==> config.mk <==
export PLATFORM = sky130hd
export DESIGN_NAME = line_clear_flat
export DESIGN_NICKNAME = d
export VERILOG_FILES = /design/src/rtl/grid_pkg.sv /design/src/rtl/line_clear_if.sv /design/src/rtl/line_clear_row_full.sv /design/src/rtl/line_clear.sv /design/src/flat_wrapper.sv
export SDC_FILE = /design/constraint.sdc
export NUM_CORES = 2
export LEC_CHECK = 0
export CORE_AREA = 2 2 481 483
export CTS_CLUSTER_SIZE = 40
export DETAILED_ROUTE_END_ITERATION = 10
export DIE_AREA = 0 0 483 485
export PLACE_DENSITY = 0.3
export SYNTH_ARGS = -nofsm -noshare
export SYNTH_HDL_FRONTEND = slang
export SYNTH_SLANG_ARGS = --single-unit
==> constraint.sdc <==
create_clock -name clk -period 3.69 [get_ports clk]
set_clock_uncertainty 0.05 [all_clocks]
set_input_delay 0.9225 -clock clk [delete_from_list [all_inputs] [get_ports clk]]
set_output_delay 0.9225 -clock clk [all_outputs]
set_load 0.03 [all_outputs]
==> src/rtl/grid_pkg.sv <==
// Shared playfield types and constants for the frame-write and line-clear stages.
package grid_pkg;

    localparam int ROWS   = 20;
    localparam int COLS   = 10;
    localparam int CELL_W = 3;

    // Row index width and lines-cleared width (must hold ROWS itself).
    localparam int ROW_W = $clog2(ROWS);
    localparam int LC_W  = $clog2(ROWS + 1);

    typedef logic [CELL_W-1:0]   cell_t;
    typedef cell_t [COLS-1:0]    row_t;
    typedef row_t  [ROWS-1:0]    grid_t;

    localparam cell_t EMPTY     = '0;
    localparam row_t  EMPTY_ROW = '0;

    typedef enum logic [1:0] {
        IDLE,
        SCAN,
        SHIFT,
        DONE
    } lc_state_t;

endpackage

==> src/rtl/line_clear_if.sv <==
// Handshake and grid bus between the write-back stage and the line-clear stage.
interface line_clear_if #(
    parameter int TOT_W = 16
);
    import grid_pkg::*;

    logic              start;
    grid_t             grid_in;
    grid_t             grid_out;
    logic              busy;
    logic              done;
    logic [LC_W-1:0]   lines_cleared;
    logic [TOT_W-1:0]  total_lines;

    modport master (
        output start, grid_in,
        input  grid_out, busy, done, lines_cleared, total_lines
    );

    modport slave (
        input  start, grid_in,
        output grid_out, busy, done, lines_cleared, total_lines
    );

endinterface

==> src/rtl/line_clear_row_full.sv <==
// Combinational test: a row is full when every one of its cells is non-EMPTY.
module row_full
    import grid_pkg::*;
(
    input  row_t row,
    output logic full
);

    // AND-reduce of per-cell occupancy across the row.
    always_comb begin
        // NOTE: every always_comb output gets a default first so no path can infer a latch.
        full = 1'b1;
        for (int c = 0; c < COLS; c++) begin
            if (row[c] == EMPTY) begin
                full = 1'b0;
            end
        end
    end

endmodule

==> src/rtl/line_clear.sv <==
// Line-clear stage: scans the working grid bottom-up, removes full rows by shifting
// everything above down one row, and reports per-pass and running line counts.
module line_clear
    import grid_pkg::*;
#(
    parameter int TOT_W = 16
)
(
    input  logic          clk,
    input  logic          rst_n,
    line_clear_if.slave   bus
);

    // Wide enough to hold the unsaturated sum of either operand width.
    localparam int SUM_W = ((TOT_W > LC_W) ? TOT_W : LC_W) + 1;

    lc_state_t         state, state_nx;
    grid_t             grid_q;
    logic [ROW_W-1:0]  row_idx;
    logic [LC_W-1:0]   lc_q;
    logic [TOT_W-1:0]  total_q;
    logic [TOT_W-1:0]  total_sat;
    logic [SUM_W-1:0]  sum;
    logic              row_is_full;

    row_full u_row_full (
        .row  (grid_q[row_idx]),
        .full (row_is_full)
    );

    // State register.
    always_ff @(posedge clk or negedge rst_n) begin
        if (!rst_n) begin
            // NOTE: sequential state uses non-blocking assignments so every register samples pre-edge values.
            state <= IDLE;
        end else begin
            state <= state_nx;
        end
    end

    // Next-state decode; start only matters while idle.
    always_comb begin
        state_nx = state;
        case (state)
            IDLE:    if (bus.start) state_nx = SCAN;
            SCAN:    begin
                         if (row_is_full)          state_nx = SHIFT;
                         else if (row_idx == '0)   state_nx = DONE;
                     end
            SHIFT:   state_nx = SCAN;
            DONE:    state_nx = IDLE;
            default: state_nx = IDLE;
        endcase
    end

    // Saturating add of this pass's lines into the running total.
    always_comb begin
        sum = SUM_W'(total_q) + SUM_W'(lc_q);
        if (sum > SUM_W'({TOT_W{1'b1}})) begin
            total_sat = {TOT_W{1'b1}};
        end else begin
            total_sat = sum[TOT_W-1:0];
        end
    end

    // Working grid, scan index and line counters.
    always_ff @(posedge clk or negedge rst_n) begin
        if (!rst_n) begin
            // NOTE: the grid storage is reset because downstream reads grid_out as an all-EMPTY field after reset.
            grid_q  <= '0;
            row_idx <= ROW_W'(ROWS - 1);
            lc_q    <= '0;
            total_q <= '0;
        end else begin
            case (state)
                IDLE: begin
                    if (bus.start) begin
                        grid_q  <= bus.grid_in;
                        row_idx <= ROW_W'(ROWS - 1);
                        lc_q    <= '0;
                    end
                end
                SCAN: begin
                    if (!row_is_full && row_idx != '0) begin
                        row_idx <= row_idx - 1'b1;
                    end
                end
                SHIFT: begin
                    // Rows 1..row_idx take the row above; rows below row_idx are untouched.
                    for (int i = 1; i < ROWS; i++) begin
                        if (ROW_W'(i) <= row_idx) begin
                            grid_q[i] <= grid_q[i-1];
                        end
                    end
                    grid_q[0] <= EMPTY_ROW;
                    lc_q      <= lc_q + 1'b1;
                end
                DONE: begin
                    total_q <= total_sat;
                end
                default: ;
            endcase
        end
    end

    assign bus.grid_out      = grid_q;
    assign bus.busy          = (state != IDLE);
    assign bus.done          = (state == DONE);
    assign bus.lines_cleared = lc_q;
    assign bus.total_lines   = total_q;

endmodule

==> src/flat_wrapper.sv <==
// flat-port wrapper written by rule: the top's interface ports become plain ports
module line_clear_flat import grid_pkg::*;
#(
    parameter int TOT_W = 16
)
  (clk, rst_n, bus_start, bus_grid_in, bus_grid_out, bus_busy, bus_done, bus_lines_cleared, bus_total_lines);
  line_clear_if #(.TOT_W(TOT_W)) bus_i ();
  input  logic clk;
  input  logic rst_n;
  input wire logic [$bits(bus_i.start)-1:0] bus_start;
  input wire logic [$bits(bus_i.grid_in)-1:0] bus_grid_in;
  output wire logic [$bits(bus_i.grid_out)-1:0] bus_grid_out;
  output wire logic [$bits(bus_i.busy)-1:0] bus_busy;
  output wire logic [$bits(bus_i.done)-1:0] bus_done;
  output wire logic [$bits(bus_i.lines_cleared)-1:0] bus_lines_cleared;
  output wire logic [$bits(bus_i.total_lines)-1:0] bus_total_lines;
  assign bus_i.start = bus_start;
  assign bus_i.grid_in = bus_grid_in;
  assign bus_grid_out = bus_i.grid_out;
  assign bus_busy = bus_i.busy;
  assign bus_done = bus_i.done;
  assign bus_lines_cleared = bus_i.lines_cleared;
  assign bus_total_lines = bus_i.total_lines;
  line_clear #(.TOT_W(TOT_W)) u_core (.clk(clk), .rst_n(rst_n), .bus(bus_i));
endmodule
==> metrics.yaml <==
cts_buffers: 94
tightestPinTransition_ps: 1100
syn_inst: 3601
grt.busiest_layer: "met2"
vias_per_cell: 4.27
synth-compound-area-share_pct: 15.4
grt_pass1_vias: 36000
synth_mux_area_share_pct: 5.52
design_area_um2: 53500
die_y_um: 485
drv_slew: 0
status: "finished, final reports clean"
end_kind: "register"
hold_ws_ps: 119
synthXorXnorAreaFrac_pct: 0.285
timing.final.ws_setup_ps: 1.14
start_util_pct: 13.4
place_congestion: 0.847
area_delta_synth_final_pct: 73.9
period_needed_ps: 3690
fp.coreArea_um2: 229000
dp_hpwl_um: 225000
grt_overflow: 0
antenna_left: 0
grt_pass1_wl_um: 366000
synthArstFlopShare_pct: 100
port_buffers: 1225
fin_crit_sh_pct: 100
powerDensity_nw_per_um2: 1070
antenna_found_initial: 107
synth_seq_cells: 628
synthAdderAreaFrac_pct: 0.513
drtPass1Iterations: 7
slew-limit-headroom_pct: 26.9
drive_gt1_share_pct: 13.2
cp.arrival_ps: 4230
mostFrequentLayoutCell: "clkdlybuf4s50_1"
avgSynthCellArea_um2: 8.54
fmax_ghz: 0.271
cts-root-buf: "clkbuf_16"
drcViolationCount: 0
grt_max_degree: 148
cts_tree: "yes"
pre_cts_ws_ps: -1400
synth.net_count: 4216
routed_wl_um: 282000
synthSimpleGateAreaFrac_pct: 23.5
die_w_um: 483
cp-start-kind: "register"
vdd_drop_max_mv: 0.373
synth_top_family_by_area: "simple AND/OR/NAND/NOR gates"
place_area_um2: 49300
grt.total_usage_pct: 23.2
setup_violations: 0
reg2reg_depth: 13
worstSkewPairLatency_ps: 730
cts.clk_slew.worst_paths_ps: 60
via_count: 34900
avgRoutedWirePerCell_um: 34.4
io_pins: 1226
rows: 176
synth_top_area_cell: "dfrtp_1"
hold_viol: 0
clockBufferDepth: 3
synthFlopType: "dfrtp_1"
synth_edf_count: 0
setup_tns_ps: 0
synthTopCellsByArea: "dfrtp_1 (51%), nand2_1 (12%), a31oi_1 (8.7%), nor2_1 (5.5%), mux2i_1 (5.1%)"
maxCapViolations: 0
gr-usage-met1_pct: 26.9
synth_cell_types: 63
worstHoldPathType: "in2async"
syn_area_um2: 30800
leakage_uw: 0.0223
yosys_warnings: 0
synth_top_area_share_pct: 50.8
grtUsageMet2_pct: 41.8
worst_ep_required_time_ps: 4230
use_met3_pct: 6.58
ctsHoldBuffers: 0
cp_max_fo: 8
clock_sinks: 628
layout_common_cells: "clkdlybuf4s50_1 (1224), nand2_1 (1022), dfrtp_1 (624)"
drtIter0Drc: 2261
die-area_um2: 234000
timing_worst_setup_path_type: "reg2reg"
ys_seq_area_share_pct: 51.1
layout.nets: 5675
cts_max_level: 3
worst-r2r-setup-slack_ps: 1
-- logic make-up after synthesis --
group,Yosys count
simple gates,1747
compound gates,754
flops,628
buf+inv,286
mux,164
fa+ha+maj,12
xor+xnor,10
-- timing repair --
action,4_1_cts,5_1_grt
resized for setup,48,46
pin swaps,5,16
buffers inserted,6,22
setup endpoints to repair,7,7
cloned,1,4
-- Yosys cell counts (all sizes together), types with 4 or more instances --
library cell and n:
dfrtp 625, clkbuf 239, nor2 450, o22ai 4
o41ai 5, mux4 4, nor3b 5, o21ai 170
o31ai 20, a22o 31, o211ai 4, nand2b 6
nand2 1024, xnor2 4, mux2 4, a41o 5
a221oi 5, xor2 6, o32ai 5, nor4b 35
nor3 88, o311a 4, nand4 6, o22a 5
nand3 9, buf 36, nor4 94, a21oi 32
a31oi 426, mux2i 156, or3 18, ha 11
a211oi 20, inv 10
-- power by group --
group | internal (uW) | switching, uW | leakage, uW
combinational | 11900 | 19700 | 0.0135
clock | 5840 | 3980 | 0.00159
sequential | 10100 | 5510 | 0.00720
total | 27900 | 29200 | 0.0223
-- layout make-up --
type / count / area [um^2]
diodes: 21 / 52.6
repair buffers: 1638 / 16000
multi-input cells: 2687 / 14600
clock inverters: 30 / 405
fillers: 25300 / 176000
clock buffers: 138 / 2820
well taps: 3026 / 3790
flip-flops and latches: 628 / 15700
inverters: 11 / 41.3
-- registers in the layout (all words and copies together) (netlist names) --
register                  count
u_core.bus.total_lines       16
u_core.bus.grid_out         600
u_core.state                  2
u_core.bus.lines_cleared      5
u_core.row_idx                5
-- critical path: stages (launching register included) --
cell,delay [ps]
dfstp_4,630
buf_4,130
inv_1,70
buf_4,220
nor4_2,590
o311a_4,310
a221oi_4,80
buf_12,170
nor4_4,510
a2111o_1,190
o31a_1,250
buf_4,150
nand2_1,60
mux2i_1,120
-- final timing paths --
kind | start | endpoint
max in group asynchronous | rst_n | u_core.bus.grid_out[443]$_DFFE_PN0P_
min | rst_n | u_core.bus.grid_out[9]$_DFFE_PN0P_
max | u_core.row_idx[1]$_DFFE_PN1P_ | u_core.row_idx[2]$_DFFE_PN0P_
min in group clk | u_core.bus.grid_out[591]$_DFFE_PN0P_ | u_core.bus.grid_out[591]$_DFFE_PN0P_
min reg2reg | u_core.bus.grid_out[591]$_DFFE_PN0P_ | u_core.bus.grid_out[591]$_DFFE_PN0P_
max reg2reg | u_core.row_idx[1]$_DFFE_PN1P_ | u_core.row_idx[2]$_DFFE_PN0P_
-- metrics by stage --
| stage | util [%] | total power [uW] | cells |
|---|---|---|---|
| 6_report | 23.4 | 57100 | 8179 |
| 5_1_grt | 23.3 | 59600 | 8170 |
| 4_1_cts | 23.1 | 57400 | 8134 |
| 3_5_place_dp | 21.5 | 46800 | 7959 |
| 3_3_place_gp | 21.5 | 46900 | 7958 |
| 2_1_floorplan | - | 25900 | 3601 |
-- metal layers --
metal / vias to the layer above / part of all wire (%)
li1: 15600 / -
met1: 17500 / 40
met2: 1331 / 51
met3: 338 / 6.6
met4: 90 / 2.5
met5: - / 0.20
(Power assumes the default switching activity.)
